**config.mk**
```make
export PLATFORM = sky130hd
export DESIGN_NAME = dcache_line_fill_ctrl_flat
export DESIGN_NICKNAME = d
export VERILOG_FILES = /design/src/rtl/dcache_line_fill_ctrl_if.sv /design/src/rtl/dcache_line_fill_ctrl.sv /design/src/flat_wrapper.sv
export SDC_FILE = /design/constraint.sdc
export NUM_CORES = 1
export LEC_CHECK = 0
export CORE_MARGIN = 3
export CORE_UTILIZATION = 46
export DETAILED_ROUTE_END_ITERATION = 7
export PLACE_DENSITY = 0.76
export SYNTH_ARGS = -nofsm -noshare
export SYNTH_HDL_FRONTEND = slang
export SYNTH_SLANG_ARGS = --single-unit
```
**constraint.sdc**
```tcl
create_clock -name i_clk -period 3 [get_ports i_clk]
set_input_delay 0.9 -clock i_clk [delete_from_list [all_inputs] [get_ports i_clk]]
set_output_delay 0.9 -clock i_clk [all_outputs]
set_load 0.005 [all_outputs]
```
**src/rtl/dcache_line_fill_ctrl_if.sv**
```systemverilog
// Cache-side request, memory-port and fill-return signals of the line fill controller.
// The slave modport is the controller's view; master is the cache/memory environment.
interface dcache_line_fill_ctrl_if #(
    parameter int unsigned WordSize  = 32,
    parameter int unsigned AddrSize  = 32,
    parameter int unsigned LineWords = 4
);
    logic                            req_valid;
    logic                            req_ready;
    logic [AddrSize-1:0]             req_addr;
    logic                            req_dirty;
    logic [AddrSize-1:0]             victim_addr;
    logic [WordSize*LineWords-1:0]   victim_data;
    logic                            mem_request;
    logic                            mem_write_enable;
    logic [AddrSize-1:0]             mem_addr;
    logic [WordSize-1:0]             mem_wdata;
    logic                            mem_busy;
    logic [WordSize-1:0]             mem_rdata;
    logic                            fill_valid;
    logic [AddrSize-1:0]             fill_addr;
    logic [WordSize*LineWords-1:0]   fill_data;

    modport slave (
        input  req_valid, req_addr, req_dirty, victim_addr, victim_data, mem_busy, mem_rdata,
        output req_ready, mem_request, mem_write_enable, mem_addr, mem_wdata,
               fill_valid, fill_addr, fill_data
    );

    modport master (
        output req_valid, req_addr, req_dirty, victim_addr, victim_data, mem_busy, mem_rdata,
        input  req_ready, mem_request, mem_write_enable, mem_addr, mem_wdata,
               fill_valid, fill_addr, fill_data
    );
endinterface

```
**src/rtl/dcache_line_fill_ctrl.sv**
```systemverilog
// D-cache miss-service engine: optional dirty-victim write-back, then a word-by-word
// line fetch, returning the assembled line with a one-cycle fill_valid pulse.
module dcache_line_fill_ctrl #(
    parameter int unsigned WordSize  = 32,
    parameter int unsigned AddrSize  = 32,
    parameter int unsigned LineWords = 4
) (
    input logic                    i_clk,
    input logic                    i_rst,
    dcache_line_fill_ctrl_if.slave io_bus
);
    localparam int unsigned ByteW   = WordSize / 8;
    localparam int unsigned OffBits = $clog2(LineWords * ByteW);
    localparam int unsigned CntW    = $clog2(LineWords);
    localparam int unsigned LineW   = WordSize * LineWords;

    localparam logic [AddrSize-1:0] AlignMask = {{(AddrSize - OffBits){1'b1}}, {OffBits{1'b0}}};
    localparam logic [AddrSize-1:0] Step      = AddrSize'(ByteW);
    localparam logic [CntW-1:0]     LastCnt   = CntW'(LineWords - 1);

    typedef enum logic [1:0] {StIdle, StWb, StFill, StDone} state_e;

    state_e                r_state;
    logic [CntW-1:0]       r_cnt;
    logic [AddrSize-1:0]   r_miss_base;
    logic [LineW-1:0]      r_victim;
    logic [LineW-1:0]      r_line;
    logic                  r_req_ready;
    logic                  r_mem_request;
    logic                  r_mem_we;
    logic [AddrSize-1:0]   r_mem_addr;
    logic [WordSize-1:0]   r_mem_wdata;
    logic                  r_fill_valid;
    logic [AddrSize-1:0]   r_fill_addr;
    logic [LineW-1:0]      r_fill_data;

    logic                  w_beat_done;
    logic                  w_last;
    logic [CntW-1:0]       w_cnt_inc;
    logic [WordSize-1:0]   w_victim_word;
    logic [LineW-1:0]      w_line_merged;

    assign w_beat_done   = r_mem_request & ~io_bus.mem_busy;
    assign w_last        = (r_cnt == LastCnt);
    assign w_cnt_inc     = r_cnt + CntW'(1);
    assign w_victim_word = r_victim[int'(w_cnt_inc) * WordSize +: WordSize];

    // Line buffer with the word of the completing read beat already inserted.
    always_comb begin
        w_line_merged = r_line;
        w_line_merged[int'(r_cnt) * WordSize +: WordSize] = io_bus.mem_rdata;
    end

    always_ff @(posedge i_clk) begin
        if (i_rst) begin
            r_state       <= StIdle;
            r_cnt         <= '0;
            r_miss_base   <= '0;
            r_victim      <= '0;
            r_line        <= '0;
            r_req_ready   <= 1'b1;
            r_mem_request <= 1'b0;
            r_mem_we      <= 1'b0;
            r_mem_addr    <= '0;
            r_mem_wdata   <= '0;
            r_fill_valid  <= 1'b0;
            r_fill_addr   <= '0;
            r_fill_data   <= '0;
        end else begin
            r_fill_valid <= 1'b0;
            unique case (r_state)
                StIdle: begin
                    if (io_bus.req_valid) begin
                        r_miss_base   <= io_bus.req_addr & AlignMask;
                        r_victim      <= io_bus.victim_data;
                        r_cnt         <= '0;
                        r_req_ready   <= 1'b0;
                        r_mem_request <= 1'b1;
                        if (io_bus.req_dirty) begin
                            r_state     <= StWb;
                            r_mem_we    <= 1'b1;
                            r_mem_addr  <= io_bus.victim_addr & AlignMask;
                            r_mem_wdata <= io_bus.victim_data[WordSize-1:0];
                        end else begin
                            r_state     <= StFill;
                            r_mem_we    <= 1'b0;
                            r_mem_addr  <= io_bus.req_addr & AlignMask;
                            r_mem_wdata <= '0;
                        end
                    end
                end
                StWb: begin
                    if (w_beat_done) begin
                        if (w_last) begin
                            r_state     <= StFill;
                            r_cnt       <= '0;
                            r_mem_we    <= 1'b0;
                            r_mem_addr  <= r_miss_base;
                            r_mem_wdata <= '0;
                        end else begin
                            r_cnt       <= w_cnt_inc;
                            r_mem_addr  <= r_mem_addr + Step;
                            r_mem_wdata <= w_victim_word;
                        end
                    end
                end
                StFill: begin
                    if (w_beat_done) begin
                        r_line <= w_line_merged;
                        r_cnt  <= w_cnt_inc;
                        if (w_last) begin
                            r_state       <= StDone;
                            r_mem_request <= 1'b0;
                            r_mem_addr    <= '0;
                            r_fill_valid  <= 1'b1;
                            r_fill_addr   <= r_miss_base;
                            r_fill_data   <= w_line_merged;
                        end else begin
                            r_mem_addr <= r_mem_addr + Step;
                        end
                    end
                end
                StDone: begin
                    r_state     <= StIdle;
                    r_req_ready <= 1'b1;
                end
                default: begin
                    r_state <= StIdle;
                end
            endcase
        end
    end

    assign io_bus.req_ready        = r_req_ready;
    assign io_bus.mem_request      = r_mem_request;
    assign io_bus.mem_write_enable = r_mem_we;
    assign io_bus.mem_addr         = r_mem_addr;
    assign io_bus.mem_wdata        = r_mem_wdata;
    assign io_bus.fill_valid       = r_fill_valid;
    assign io_bus.fill_addr        = r_fill_addr;
    assign io_bus.fill_data        = r_fill_data;
endmodule

```
**src/flat_wrapper.sv**
```systemverilog
// flat-port wrapper written by rule: the top's interface ports become plain ports
module dcache_line_fill_ctrl_flat 
#(
    parameter int unsigned WordSize  = 32,
    parameter int unsigned AddrSize  = 32,
    parameter int unsigned LineWords = 4
)
  (i_clk, i_rst, io_bus_req_valid, io_bus_req_addr, io_bus_req_dirty, io_bus_victim_addr, io_bus_victim_data, io_bus_mem_busy, io_bus_mem_rdata, io_bus_req_ready, io_bus_mem_request, io_bus_mem_write_enable, io_bus_mem_addr, io_bus_mem_wdata, io_bus_fill_valid, io_bus_fill_addr, io_bus_fill_data);
  dcache_line_fill_ctrl_if #(.WordSize(WordSize), .AddrSize(AddrSize), .LineWords(LineWords)) io_bus_i ();
  input logic i_clk;
  input logic i_rst;
  input wire logic [$bits(io_bus_i.req_valid)-1:0] io_bus_req_valid;
  input wire logic [$bits(io_bus_i.req_addr)-1:0] io_bus_req_addr;
  input wire logic [$bits(io_bus_i.req_dirty)-1:0] io_bus_req_dirty;
  input wire logic [$bits(io_bus_i.victim_addr)-1:0] io_bus_victim_addr;
  input wire logic [$bits(io_bus_i.victim_data)-1:0] io_bus_victim_data;
  input wire logic [$bits(io_bus_i.mem_busy)-1:0] io_bus_mem_busy;
  input wire logic [$bits(io_bus_i.mem_rdata)-1:0] io_bus_mem_rdata;
  output wire logic [$bits(io_bus_i.req_ready)-1:0] io_bus_req_ready;
  output wire logic [$bits(io_bus_i.mem_request)-1:0] io_bus_mem_request;
  output wire logic [$bits(io_bus_i.mem_write_enable)-1:0] io_bus_mem_write_enable;
  output wire logic [$bits(io_bus_i.mem_addr)-1:0] io_bus_mem_addr;
  output wire logic [$bits(io_bus_i.mem_wdata)-1:0] io_bus_mem_wdata;
  output wire logic [$bits(io_bus_i.fill_valid)-1:0] io_bus_fill_valid;
  output wire logic [$bits(io_bus_i.fill_addr)-1:0] io_bus_fill_addr;
  output wire logic [$bits(io_bus_i.fill_data)-1:0] io_bus_fill_data;
  assign io_bus_i.req_valid = io_bus_req_valid;
  assign io_bus_i.req_addr = io_bus_req_addr;
  assign io_bus_i.req_dirty = io_bus_req_dirty;
  assign io_bus_i.victim_addr = io_bus_victim_addr;
  assign io_bus_i.victim_data = io_bus_victim_data;
  assign io_bus_i.mem_busy = io_bus_mem_busy;
  assign io_bus_i.mem_rdata = io_bus_mem_rdata;
  assign io_bus_req_ready = io_bus_i.req_ready;
  assign io_bus_mem_request = io_bus_i.mem_request;
  assign io_bus_mem_write_enable = io_bus_i.mem_write_enable;
  assign io_bus_mem_addr = io_bus_i.mem_addr;
  assign io_bus_mem_wdata = io_bus_i.mem_wdata;
  assign io_bus_fill_valid = io_bus_i.fill_valid;
  assign io_bus_fill_addr = io_bus_i.fill_addr;
  assign io_bus_fill_data = io_bus_i.fill_data;
  dcache_line_fill_ctrl #(.WordSize(WordSize), .AddrSize(AddrSize), .LineWords(LineWords)) u_core (.i_clk(i_clk), .i_rst(i_rst), .io_bus(io_bus_i));
endmodule
```
==> metrics list, run 1 <==
- Growth of design area from synthesis to finish: 32.8%
- The cell area that synthesis handed to floorplanning was 0.0212 mm².
- Worst slew pin tran: 1020 ps
- H-tree levels: 2
- Final routed wire length divided by cell count: 19.5 µm
* Synth Register Bits: between 500 and 600
- The count of buffers added on input and output ports is 442.
* Final Skew: 21.9 ps
- Type of element launching the critical path: flop
* Hold WC Path Type: flop to flop
- The largest individual stage delay along the critical path comes from the cell sky130_fd_sc_hd__clkdlybuf4s50_1.
- CP endpoint: io_bus_mem_addr[23]
- In this run, the number of DRC markers left after iteration 0 of detailed routing was 1885.
* CP Capture Type: output pin
- Clock tree synthesis selected as its root buffer the cell sky130_fd_sc_hd__clkbuf_16.
- OpenSTA, run right after detailed placement, puts the worst setup slack at 72.8 ps.
- I/O pin count: 457
- Data arrival, critical path: 1710 ps
- In this run the number of cells on the critical path is 1.
- Number of distinct library cells after synthesis: 60
- Routability congestion estimate from global placement: 0.890
- CTS tree: yes
* Insertion delay of the later-clocked pin in the worst-skew pair: approximately 620 ps
- After clock tree synthesis, the clock-pin slew on the worst setup and hold paths is 60 ps.
- Summed over all instances, the cell type with the most area after synthesis is sky130_fd_sc_hd__dfxtp_1.
- For this design the ratio of total power to cell area is ~730 mW/mm².
* Placed cell count: 3401
* Path depth of the worst reg2reg path: 5
- Worst path setup slack after routing: just under 400 ps
- Total number of vias: between 15000 and 20000
- Gates resized, CTS repair: 0
- Clock buffer count from CTS: 54
- Number of buffers on the longest clock path: 3
- The floorplan step set the die height to 221 µm.
- In the synthesized netlist, the number of instances is between 2000 and 3000.
* Max capacitance violation total: 0
- Quantity of hold-fixing buffers added after cts: 0
* Async SR Flop Fraction: 0%
- After layout, the design draws a total of 20.6 mW.
- Post-synth EDFFs: 0
- In this run the worst setup path begins at u_core.io_bus.mem_addr[23].
- Post-Place Cell Area: 0.0262 mm²
* Effective utilization at floorplan: 46.6%
- Maximum number of pins on one net before global-route repair: 158
- Number of max-slew violations in the final report: 0
- Sorting the synthesized cells by how often they occur yields sky130_fd_sc_hd__dfxtp_1, sky130_fd_sc_hd__nand2_1, sky130_fd_sc_hd__a21oi_1, sky130_fd_sc_hd__nor2_1, sky130_fd_sc_hd__a211oi_1.
* Shortest clock period the worst path allows after layout: 2610 ps
- The run finished with clean final reports.
- Cells fill 61.9% of the core in the end.
- Area of the die: between 0.04 and 0.05 mm²
- Unrepaired setup endpoints after global routing: no
- Yosys attributes the largest share of cell area to sky130_fd_sc_hd__dfxtp_1, sky130_fd_sc_hd__a211oi_1, sky130_fd_sc_hd__a21oi_1, sky130_fd_sc_hd__nand2_1, sky130_fd_sc_hd__nor2_1.
* Hold Slack: between 400 and 500 ps
- In this run the biggest area consumer among cell types represents between 40% and 50% of the synthesized area.
* Kind of cell with the highest combined delay on the critical path: buffers and inverters
* Number of buffers added for setup after CTS: 0
- The worst register-to-register path begins at u_core.io_bus.mem_addr[14].
* Slack of the worst reg-to-reg path: about 450 ps
- Worst relative slew slack: a little under a third
* Worst hold path stage count: 2
* Average size of a mapped cell: 8.39 µm²
- Number of sinks on the clock net: 510
- The number of global-route vias before repair came to 18714.
* Post-detailed-route via-to-cell ratio: 5.68
- Placeable core region: between 0.04 and 0.05 mm²
- Of the synthesized area, sequential elements account for 48.2%.
* Initial antenna violation count: 14
* Maximum net fanout on the critical path: 8
* Category of the critical setup timing path: flop to output pin
- Number of standard cells in the layout, taps in and fillers out: ~3500
- Together, buffers and inverters on the worst path number 1.
* Worst stage delay on the critical path: 600 ps
- Setup TNS: 0 ps
* Layout cells sized above 1: under 10%
- Most frequently used cell type in the post-synthesis netlist: sky130_fd_sc_hd__dfxtp_1
* Total Nets Final: 3097
- The critical path goes through clkdlybuf4s50_1.
* Number of detailed-routing iterations run before antenna repair: 5
- The detail route stage leaves a number of antenna-violating nets equal to 0.
- Setup Viol. Count Final: 0
- The initialized floorplan defines 78 standard-cell rows.
* DRC violations left: 0
- Final hold viol count: 0
* Post-detailed-routing wire length: between 60000 and 70000 µm
- Horizontal die dimension: 221 µm
- Wire length of the first global-routing pass: 104000 µm
- The final critical path takes up 87.1% of the cycle.
* Global-route usage over all layers: between 20% and 30%
- Fmax: 383 MHz
* Maximum vdd drop: 0.471 mV
* DPL Wire Length: 46200 µm
* Data required time of the worst path: 2100 ps
* Post-synth top flop: sky130_fd_sc_hd__dfxtp_1
- For this run, the number of Yosys warnings is 0.
- FF-to-FF End: u_core.io_bus.mem_addr[26]
* Fin area: 0.0281 mm²
- Remaining Overflow, GRT: 0
- Standby leakage power: between 9 and 10 nW
power breakdown:
group          total, mW  switching (mW)  internal, mW
combinational       5.44            3.15          2.29
clock               7.07            2.86          4.21
sequential          8.10           0.567          7.53
cells by family (layout without fill, tap and decap cells):
group | count (synthesis) | after routing | synth area share (%)
and+or+nand+nor | 958 | 958 | 19.6
AOI/OAI and AO/OA | 718 | 718 | 21.5
DFF | 510 | 510 | 48.2
buffers and inverters | 251 | 620 | 4.56
muxes | 67 | 67 | 5.06
adders and majority gates | 11 | 11 | 0.649
xor gates and xnor gates | 11 | 11 | 0.455
other | 1 | 17 | 0.0177
state kept, by name (all words and copies together), names as in the netlist:
| name | cells |
|---|---|
| u_core.r_line | 128 |
| u_core.r_miss_base | 28 |
| u_core.io_bus.mem_addr | 30 |
| u_core.io_bus.fill_addr | 28 |
| u_core.io_bus.mem_write_enable | 1 |
| u_core.io_bus.mem_wdata | 32 |
| u_core.r_cnt | 2 |
| u_core.r_victim | 128 |
| u_core.io_bus.req_ready | 1 |
| u_core.io_bus.mem_request | 1 |
| u_core.r_state | 2 |
| u_core.io_bus.fill_data | 128 |
| u_core.io_bus.fill_valid | 1 |
placed cells by master, fill, tap and decap left out, drive strengths merged, types with 31 or more instances in the layout:
cell and count:
nand2 400, clkbuf 81, buf 60, dfxtp 510
nor2 340, o21ai 31, mux2i 34, mux4 32
a21oi 341, clkdlybuf4s50 440, a211oi 267, nor2b 138
final cells by class:
class | instances | area, µm²
antenna | 11 | 27.5
inverter | 20 | 75.1
clock inverter | 19 | 297
sequential | 510 | 10200
tap | 600 | 751
multi-input combinational | 1771 | 10100
timing repair buffer | 500 | 5110
fill | 3811 | 17300
clock buffer | 81 | 1590
worst min-delay path: stages (launching register included):
cell                      delay [ps]
sky130_fd_sc_hd__dfxtp_1         310
sky130_fd_sc_hd__nand2_1          50
sky130_fd_sc_hd__a21oi_1          50
how the worst min path moves through the flow:
| stage | endpoint | startpoint | slack, ps |
|---|---|---|---|
| finish | u_core.r_victim[56] | u_core.r_victim[56] | 450 |
| global route | u_core.r_victim[8] | u_core.r_victim[8] | 470 |
| CTS | u_core.r_victim[6] | u_core.r_victim[6] | 450 |
| detailed placement | u_core.r_victim[23] | u_core.r_victim[23] | 440 |
| global placement | u_core.r_victim[27] | u_core.r_victim[27] | 440 |
| floorplan | u_core.r_victim[0] | u_core.r_victim[0] | 430 |
layer usage:
layer / up-vias / GRT usage [%] / routed length [µm]
li1: 9512 / - / -
met1: 9494 / 35.2 / 28600
met2: 765 / 42.4 / 31800
met3: 168 / 5.71 / 5090
met4: 6 / 12.6 / 2960
met5: - / 0 / 54
No activity file was read; power rests on OpenSTA's default activity.
==> run 2, diff against run 1 <==
--- a/config.mk
+++ b/config.mk
@@ -5,10 +5,12 @@
 export SDC_FILE = /design/constraint.sdc
 export NUM_CORES = 1
 export LEC_CHECK = 0
+export ABC_CLOCK_PERIOD_IN_PS = 3000
 export CORE_MARGIN = 3
 export CORE_UTILIZATION = 46
 export DETAILED_ROUTE_END_ITERATION = 7
 export PLACE_DENSITY = 0.76
+export REMOVE_ABC_BUFFERS = 1
 export SYNTH_ARGS = -nofsm -noshare
 export SYNTH_HDL_FRONTEND = slang
 export SYNTH_SLANG_ARGS = --single-unit
==> run 2 against run 1 <==
Sequential power about the same; worst setup slack got worse by 67 ps; highest routed layer unchanged; count of clock-buffer cells in the layout decreased by 6; clock power decreased by 3.8%; hold slack improved by 1.5 ps; global-route usage decreased by 0.15 points; sequential share of layout area decreased by 0.19 points; critical path type is now flop to flop; largest cell class unchanged.
==> metrics list, run 2 (same netlist as run 1, synthesis figures left out) <==
- Clock transition at the registers of the reported paths: 60 ps (about the same)
- The number of buffer cells added on primary ports was 442 (unchanged).
- The cell family with the largest share of critical-path delay is simple AND/OR/NAND/NOR gates (was buffers and inverters).
* Maximum vdd drop: 0.490 mV (was 0.471 mV)
- WL met3: 5340 µm (was 5090 µm)
- Maximum net fanout on the critical path: 25 (was 8)
- Total Nets Final: 3112 (was 3097)
* Chip height: 221 µm (unchanged)
* Horizontal die dimension: 221 µm (unchanged)
* Status: finished, final reports clean (unchanged)
- The number of clock sinks seen by CTS was 510 (unchanged).
- Gates resized, CTS repair: 0 (unchanged)
* Maximum number of pins on one net before global-route repair: 133 (was 158)
- Critical-path top delay cell: sky130_fd_sc_hd__nor2b_1 (was sky130_fd_sc_hd__clkdlybuf4s50_1)
- Data arrival, critical path: 3210 ps (was 1710 ps)
* Post-detailed-route via-to-cell ratio: 5.70 (was 5.68)
- Buf+Inv Stages, Crit Path: 2 (was 1)
- Antenna-violating nets left: 0 (unchanged)
- The count of non-filler cells in the finished layout is 3525 (was 3512).
* Number of max-slew violations in the final report: 0 (unchanged)
* Insertion delay of the later-clocked pin in the worst-skew pair: 600 ps (was 620 ps)
- The total number of vias is 20097 (was 19945).
* Wire length of the first global-routing pass: 104000 µm (about the same)
* Data required time of the worst path: 3530 ps (was 2100 ps)
- The average wire per standard cell was 19.3 µm (was 19.5 µm).
- Cell-by-cell trace of the critical path: inv_1, ha_1, nor2b_1, and2_1, buf_4, a222oi_1, nor2_1 (was clkdlybuf4s50_1).
- The kind of critical path is flop to flop (was flop to output pin).
* Placeable core region: 0.0455 mm² (unchanged)
- Layout cells sized above 1: 7.35% (was 6.76%)
- The root buffer cell is sky130_fd_sc_hd__clkbuf_16 (unchanged).
- The die area came to 0.0487 mm² (unchanged).
* Hold WC Path Type: flop to flop (unchanged)
- The worst-case headroom to the max-slew limit came to 35.7% (was 31.7%).
* Placement Setup Slack: 41.3 ps (was 72.8 ps)
- Post-route clock period utilization: 89.3% (was 87.1%)
- The startpoint class of the critical path was a flop (unchanged).
- Total Power Consumption: 20.4 mW (was 20.6 mW)
* H-tree levels: 2 (unchanged)
* Power density of the placed cells: 720 mW/mm² (was 732 mW/mm²)
- Clock buffer count from CTS: 53 (was 54)
* Unrepaired setup endpoints after global routing: no (unchanged)
- Post-detailed-routing wire length: 68000 µm (was 68400 µm)
* Iter 0 DRT Violations: 1746 (was 1885)
* Worst path setup slack after routing: 320 ps (was 387 ps)
- Remaining Overflow, GRT: 0 (unchanged)
* Met2 layer wire length in the routed design: 32300 µm (was 31800 µm)
* Max capacitance violation total: 0 (unchanged)
* Post-Place Cell Area: 0.0265 mm² (was 0.0262 mm²)
- The minimum clock period after layout is 2680 ps (was 2610 ps).
- The detailed-placement wirelength estimate is 44400 µm (was 46200 µm).
- The sum of routed wire segments on met1 is 28300 µm (was 28600 µm).
- Initial antenna violation count: 17 (was 14)
- The leading cell type in the layout, fill and taps excluded is sky130_fd_sc_hd__dfxtp_1 (unchanged).
- Fin area: 0.0283 mm² (was 0.0281 mm²)
* Final Skew: 21.1 ps (was 21.9 ps)
- DRC violations left: 0 (unchanged)
- Number of buffers on the longest clock path: 3 (unchanged)
- Highest routed layer: met5 (unchanged)
- The post-CTS setup-driven buffer insertion count is 0 (unchanged).
- The detailed-router iteration count before antenna repair came to 6 (was 5).
- The CTS tree was yes (unchanged).
* Placed cell count: 3417 (was 3401)
- Worst stage delay on the critical path: 830 ps (was 600 ps)
* Commonest cells after routing, fill and taps aside: sky130_fd_sc_hd__dfxtp_1, sky130_fd_sc_hd__clkdlybuf4s50_1, sky130_fd_sc_hd__nand2_1 (unchanged)
* Effective utilization at floorplan: 46.6% (unchanged)
- Fmax: 373 MHz (was 383 MHz)
- The relative area change from synthesis to final layout is 33.5% (was 32.8%).
- The number of top-level pins is 457 (unchanged).
* Global-route usage over all layers: 26.7% (was 26.8%)
- Routability congestion estimate from global placement: 0.842 (was 0.890)
* Count of standard-cell rows: 78 (unchanged)
* Vias in the first global route: 19378 (was 18714)
* Setup Viol. Count Final: 0 (unchanged)
* Worst slew pin tran: 963 ps (was 1020 ps)
- CP Capture Type: flop (was output pin)
- Standby leakage power: 9.69 nW (was 9.63 nW)
* Quantity of hold-fixing buffers added after cts: 0 (unchanged)
- The count of endpoints failing hold in the final timing report was 0 (unchanged).
-- run 2: cell count changes in the layout (fill, tap and decap cells not counted), moves of 2 or more --
cell and delta:
sky130_fd_sc_hd__buf_12 +8, sky130_fd_sc_hd__buf_4 +8, sky130_fd_sc_hd__clkbuf_1 -4, sky130_fd_sc_hd__clkinvlp_4 +5
sky130_fd_sc_hd__ha_1 -2, sky130_fd_sc_hd__ha_2 +2
-- run 2: worst paths after layout --
kind	startpoint	end	slack, ps	cells after the start
min	u_core.r_victim[73]	u_core.r_victim[73]	450	2
max	u_core.r_state[1]	u_core.io_bus.mem_wdata[23]	320	7
max reg2reg	u_core.r_state[1]	u_core.io_bus.mem_wdata[23]	320	7
min reg2reg	u_core.r_victim[73]	u_core.r_victim[73]	450	2
-- run 2: report_power, final --
| group | switching (mW) | internal [mW] |
|---|---|---|
| clock | 2.79 | 4.01 |
| sequential | 0.559 | 7.53 |
| combinational | 3.12 | 2.36 |
-- run 2: layout make-up --
class	instances	area (µm²)
multi-input cells	1771	10100
well taps	600	751
fillers	3775	17200
diodes	12	30.0
flip-flops and latches	510	10200
clock buffers	75	1540
clock inverters	21	268
inverters	20	75.1
repair buffers	516	5330
-- run 2: layer usage --
layer  up-vias  GRT usage, %
met5         -             0
met4        10          9.92
met3       128          6.00
met2       804          44.5
met1      9622          33.9
li1       9533             -
-- run 2: stage by stage --
stage	hold slack, ps	TNS [ps]	util (%)
final	454	0	62.2
after global routing	468	0	62.2
after CTS	453	0	62.1
after detailed placement	444	0	58.2
after global placement	440	0	58.2
after floorplan	427	-1366420	-
-- run 2: worst min-delay path: stages (launching register included) --
cell	delay (ps)
sky130_fd_sc_hd__dfxtp_1	300
sky130_fd_sc_hd__nand2_1	50
sky130_fd_sc_hd__a21oi_1	50
